File: src/rtl/branch_flush_controller_pkg.sv
// Shared types and constants for the branch flush controller.
// Branch-type encodings, sizes, BHT init value and FSM states.
package branch_flush_controller_pkg;

    localparam int PC_W      = 10;
    localparam int BHT_IDX_W = 4;
    localparam int BHT_DEPTH = 16;
    localparam int CNT_W     = 16;

    localparam logic [1:0] BHT_INIT = 2'b01;

    typedef enum logic [3:0] {
        BR_NONE  = 4'd0,
        BR_BRCC  = 4'd1,
        BR_BRCS  = 4'd2,
        BR_BREQ  = 4'd3,
        BR_BRN   = 4'd4,
        BR_BRNE  = 4'd5,
        BR_CALL  = 4'd6,
        BR_RET   = 4'd7,
        BR_RETID = 4'd8,
        BR_RETIE = 4'd9
    } br_type_e;

    typedef enum logic {
        ST_IDLE     = 1'b0,
        ST_REDIRECT = 1'b1
    } state_e;

    function automatic logic br_resolves(input logic [3:0] t);
        return (t >= BR_BRCC) && (t <= BR_RETIE);
    endfunction

    // Only conditional branches train the predictor.
    function automatic logic br_is_cond(input logic [3:0] t);
        return (t >= BR_BRCC) && (t <= BR_BRNE);
    endfunction

endpackage

File: src/rtl/branch_flush_controller_bht.sv
// 16-entry table of 2-bit saturating taken counters.
// Async read for fetch, sync update from EX resolution.
module branch_history_table
    import branch_flush_controller_pkg::*;
(
    input  logic                 clk,
    input  logic                 rst,
    input  logic [BHT_IDX_W-1:0] rd_idx,
    output logic [1:0]           rd_ctr,
    input  logic                 upd_en,
    input  logic [BHT_IDX_W-1:0] upd_idx,
    input  logic                 upd_taken
);

    logic [1:0] ctr_q [BHT_DEPTH];

    assign rd_ctr = ctr_q[rd_idx];

    always_ff @(posedge clk) begin
        if (rst) begin
            for (int i = 0; i < BHT_DEPTH; i++) begin
                ctr_q[i] <= BHT_INIT;
            end
        end else if (upd_en) begin
            if (upd_taken && ctr_q[upd_idx] != 2'b11) begin
                ctr_q[upd_idx] <= ctr_q[upd_idx] + 2'b01;
            end else if (!upd_taken && ctr_q[upd_idx] != 2'b00) begin
                ctr_q[upd_idx] <= ctr_q[upd_idx] - 2'b01;
            end
        end
    end

endmodule

File: src/rtl/branch_flush_controller.sv
// Resolves EX branches, sequences redirect/flush on mispredict,
// trains the BHT and counts mispredicts.
module branch_flush_controller
    import branch_flush_controller_pkg::*;
(
    input  logic            CLK,
    input  logic            RST,
    input  logic [PC_W-1:0] IF_PC,
    input  logic            IF_IS_BRANCH,
    output logic            PREDICT_TAKEN,
    input  logic            EX_VALID,
    input  logic [PC_W-1:0] EX_PC,
    input  logic [3:0]      EX_BRANCH_TYPE,
    input  logic            EX_BRANCH_TAKEN,
    input  logic            EX_BRANCH_MISS,
    input  logic [PC_W-1:0] EX_TARGET,
    input  logic            STALL,
    output logic            PC_REDIRECT,
    output logic [PC_W-1:0] PC_REDIRECT_ADDR,
    output logic            FLUSH_IF,
    output logic            FLUSH_ID,
    output logic            FLUSH_EX,
    output logic [CNT_W-1:0] MISS_COUNT
);

    state_e           state_q;
    state_e           state_d;
    logic [PC_W-1:0]  redirect_addr_q;
    logic [CNT_W-1:0] miss_count_q;
    logic [PC_W-1:0]  fall_thru;
    logic             accept_res;
    logic             accept_miss;
    logic             bht_upd;
    logic [1:0]       if_ctr;
    logic             unused_pc_bits;

    // While redirecting, EX holds a wrong-path instruction.
    assign accept_res  = EX_VALID & ~STALL & (state_q == ST_IDLE)
                       & br_resolves(EX_BRANCH_TYPE);
    assign accept_miss = accept_res & EX_BRANCH_MISS;
    assign bht_upd     = accept_res & br_is_cond(EX_BRANCH_TYPE);
    assign fall_thru   = EX_PC + 10'd1;

    assign unused_pc_bits = ^{IF_PC[PC_W-1:BHT_IDX_W],
                              EX_PC[PC_W-1:BHT_IDX_W]};

    always_comb begin
        state_d = state_q;
        unique case (state_q)
            ST_IDLE:     if (accept_miss) state_d = ST_REDIRECT;
            ST_REDIRECT: if (!STALL) state_d = ST_IDLE;
            default:     state_d = ST_IDLE;
        endcase
    end

    always_ff @(posedge CLK) begin
        if (RST) begin
            state_q <= ST_IDLE;
        end else begin
            state_q <= state_d;
        end
    end

    always_ff @(posedge CLK) begin
        if (RST) begin
            redirect_addr_q <= '0;
        end else if (accept_miss) begin
            redirect_addr_q <= EX_BRANCH_TAKEN ? EX_TARGET : fall_thru;
        end
    end

    always_ff @(posedge CLK) begin
        if (RST) begin
            miss_count_q <= '0;
        end else if (accept_miss && miss_count_q != '1) begin
            miss_count_q <= miss_count_q + 16'd1;
        end
    end

    branch_history_table u_bht (
        .clk       (CLK),
        .rst       (RST),
        .rd_idx    (IF_PC[BHT_IDX_W-1:0]),
        .rd_ctr    (if_ctr),
        .upd_en    (bht_upd),
        .upd_idx   (EX_PC[BHT_IDX_W-1:0]),
        .upd_taken (EX_BRANCH_TAKEN)
    );

    assign PREDICT_TAKEN    = IF_IS_BRANCH & if_ctr[1];
    assign PC_REDIRECT      = (state_q == ST_REDIRECT);
    assign FLUSH_IF         = (state_q == ST_REDIRECT);
    assign FLUSH_ID         = (state_q == ST_REDIRECT);
    assign FLUSH_EX         = (state_q == ST_REDIRECT);
    assign PC_REDIRECT_ADDR = redirect_addr_q;
    assign MISS_COUNT       = miss_count_q;

endmodule

File: config.mk
export PLATFORM = sky130hd
export DESIGN_NAME = branch_flush_controller
export DESIGN_NICKNAME = d
export VERILOG_FILES = /design/src/rtl/branch_flush_controller_pkg.sv /design/src/rtl/branch_flush_controller_bht.sv /design/src/rtl/branch_flush_controller.sv
export SDC_FILE = /design/constraint.sdc
export NUM_CORES = 1
export LEC_CHECK = 0
export ABC_AREA = 0
export CAP_MARGIN = 20
export CORE_MARGIN = 3
export CORE_UTILIZATION = 55
export CTS_CLUSTER_SIZE = 16
export DETAILED_ROUTE_END_ITERATION = 6
export PLACE_DENSITY = 0.85
export REMOVE_ABC_BUFFERS = 1
export SETUP_SLACK_MARGIN = 0.2
export SLEW_MARGIN = 20
export SYNTH_ARGS = -nofsm -noshare
export SYNTH_HDL_FRONTEND = slang
export SYNTH_SLANG_ARGS = --single-unit
File: constraint.sdc
create_clock -name CLK -period 5.4 [get_ports CLK]
set_input_delay 1.08 -clock CLK [delete_from_list [all_inputs] [get_ports CLK]]
set_output_delay 1.08 -clock CLK [all_outputs]
set_load 0.01 [all_outputs]
==> run_results.csv <==
group,metric,value,unit
flow_run,maxCapViolCount,0,
timing,rsz0062_at_grt,"false",
setup_path,crit_path_cell_trace,"clkdlybuf4s50_1 > mux4_2 > mux4_2 > and2_1 > clkdlybuf4s50_1",
layout,nFillCells,445,
clock_tree,cts_setup_buffers,0,
place,post-dp-hpwl,6.27,mm
logic_synthesis,ys.flop_type,"edfxtp_1",
timing,timing.slew.headroom,35.2,%
timing,finClkSkew,0.00838,ns
clock_tree,worst_skew_pair.late_latency,0.34,ns
timing,min_period_over_period,83.5,%
global_routing,grt_max_degree,44,
clock_tree,cts_repair_resize_count,0,
pwr,peakVddDrop,181,µV
place,placed_area,4130,µm²
setup_path,cp_data_required_time,4.32,ns
global_routing,grt_pass1_vias,2871,
floorplanning,core,6060,µm²
route,first_pass_iters,7,
route,routedWlPerCell,18.8,µm
outcome,outcome,"complete, no violations",
route,drtIter0Drc,235,
logic_synthesis,synthCells,336,
logic_synthesis,yosys_warnings,0,
clock_tree,cts_tree,"done",
setup_path,cp_top_family,"buffers and inverters",
timing,min_period,4.51,ns
route,wl,8.77,mm
setup_path,cp-start-kind,"primary input",
global_routing,grt.total_usage,25.4,%
place,port_buffers,65,
timing,hold_viol,0,
setup_path,critPathMaxStageDelay,0.67,ns
layout,drive_gt1_share,11.5,%
timing,tns,0,ns
timing,holdWs,0.459,ns
clock_tree,clk_pin_slew,0.07,ns
floorplanning,initial_core_util,57.9,%
logic_synthesis,async_flop_share,0,%
logic_synthesis,synth_edf_count,32,
layout,nNetsFinal,433,
setup_path,critPathBufInv,2,
clock_tree,cts_made_buffers,9,
min_path,hold_path.class,"reg2reg",
logic_synthesis,syn-cell-area,3510,µm²
clock_tree,clock-sinks,59,
min_path,min_from,"PC_REDIRECT_ADDR[7]",
logic_synthesis,post-synth-top-area-cell,"edfxtp_1",
global_routing,overflow,0,
logic_synthesis,yosysSeqAreaShare,42.8,%
layout,diodes,0,
setup_path,cp-startpoint,"IF_PC[0]",
logic_synthesis,synth_cell_types,49,
route,via_per_inst,6.08,
logic_synthesis,synth_top_area_share,27.4,%
floorplanning,ioPinCount,72,
clock_tree,clk_path_buf_depth,2,
floorplanning,die_y,85.9,µm
setup_path,worst_ep_arrival_time,3.43,ns
logic_synthesis,ys_ff_latch,59,
pwr,power_density,231,nW/µm²
timing,finalSetupViolations,0,
route,ant_nets,0,
global_routing,grt_pass1_wl,14.3,mm
route,drc,0,
place,gp_congestion,0.868,
setup_path,setup.worst_path.class,"in2out",
logic_synthesis,syn_avg_cell_area,10.4,µm²
setup_path,crit_path_end_kind,"output pin",
layout,final_area,4320,µm²
clock_tree,holdBufCountCts,0,
setup_path,r2r_setup_slack,2.81,ns
timing,slew_viol_final,0,
floorplanning,die-area,7380,µm²
setup_path,slowest_stage,"clkdlybuf4s50_1",
clock_tree,htree_levels,3,
timing,fmax,0.222,GHz
timing,worstMarginPinSlew,0.972,ns
setup_path,crit_fanout,4,
clock_tree,cts-root-buf,"clkbuf_8",
setup_path,r2r-start,"FLUSH_EX",
logic_synthesis,yosys-top-cells-area,"edfxtp_1, dfxtp_1, mux4_2",
route,vias,2838,
floorplanning,die_w,85.9,µm
layout,area_growth,23.0,%
global_routing,antenna_found_initial,0,
pwr,p_leak,1.39,nW
floorplanning,rows,28,
[synth_stat cells, types with 8 or more instances]
cell / number
clkbuf_1: 18
edfxtp_1: 32
mux4_2: 11
nand3_1: 12
nand4_1: 12
nand2_1: 32
xnor2_1: 18
a21o_1: 8
nor4_1: 10
dfxtp_1: 27
nor2_1: 27
nand2b_1: 9
inv_1: 9
nor3_1: 8
a21oi_1: 12
[power breakdown]
group	internal [mW]	total [mW]	switching, mW	leakage, nW
clock network	0.212	0.383	0.171	0.0890
registers	0.479	0.484	0.00431	0.495
logic	0.0614	0.131	0.0692	0.802
total	0.752	0.997	0.244	1.39
[cell families (layout without fill, tap and decap cells)]
logic type | Yosys count | count (layout) | synth area share, %
muxes | 22 | 22 | 11.5
adders and majority gates | 5 | 5 | 1.78
DFF | 59 | 59 | 42.8
buffers and inverters | 37 | 93 | 5.35
xor gates and xnor gates | 23 | 23 | 5.74
AOI/OAI and AO/OA | 43 | 43 | 8.55
and+or+nand+nor | 147 | 147 | 24.3
[through the flow]
stage / setup slack [ns] / utilization [%] / cells / power, mW
after floorplan: 2.14 / - / 308 / 0.554
after global placement: 0.919 / 68.1 / 451 / 0.618
after detailed placement: 0.868 / 68.1 / 451 / 0.623
after CTS: 0.876 / 71.1 / 467 / 1.00
after global routing: 0.818 / 71.2 / 467 / 1.03
final: 0.890 / 71.2 / 467 / 0.997
[layout by cell type (no fill, tap or decap), drive strengths merged, types with 2 or more instances in the layout]
master	netlist	final
nand2b	9	9
clkdlybuf4s50	0	65
a21oi	13	13
o21bai	5	5
nand2	32	32
dfxtp	27	27
mux4	13	13
nand4	12	12
a21o	8	8
clkinv	0	2
nor4b	9	9
xnor2	18	18
and2	3	3
ha	5	5
mux2	4	4
o211ai	5	5
and3	4	4
nor3	8	8
and4	3	3
nor2	27	27
nor3b	5	5
edfxtp	32	32
nor4	16	16
mux2i	5	5
nand3	13	13
xor2	5	5
or3	3	3
inv	9	9
o21ai	5	5
buf	10	3
clkbuf	18	13
[state kept, by name, summed over array words and instances (netlist names)]
| register | cells |
|---|---|
| FLUSH_EX | 1 |
| MISS_COUNT | 16 |
| PC_REDIRECT_ADDR | 10 |
| u_bht.ctr_q | 32 |
[routing by layer]
metal  GRT usage (%)  part of all wire, %  vias to the layer above
met3            4.42                  6.7                       16
met5               0                    0                        -
li1                -                    -                     1342
met2            43.4                   52                      118
met1            30.9                   39                     1362
met4            12.2                  2.2                        0
[worst min-delay path, stage by stage (launching register included)]
cell and delay [ns]:
dfxtp_1 0.31, nand2_1 0.05, a21oi_1 0.05
[final timing paths]
path | depth (start not counted) | end
hold reg to reg | 2 | PC_REDIRECT_ADDR[7]
setup / recovery | 5 | PREDICT_TAKEN
setup reg to reg | 5 | u_bht.ctr_q[1][1]
hold / removal | 2 | PC_REDIRECT_ADDR[7]
[cell type report]
class                           count  area, µm²  share of cell area, %
Tap cell                           75       93.8                   2.17
Clock buffer                       13        139                   3.22
Sequential cell                    59       1500                   34.8
Clock inverter                      3       38.8                  0.899
Timing Repair Buffer               68        673                   15.6
Multi-Input combinational cell    240       1840                   42.6
Inverter                            9       33.8                  0.783
(Power assumes the default switching activity.)
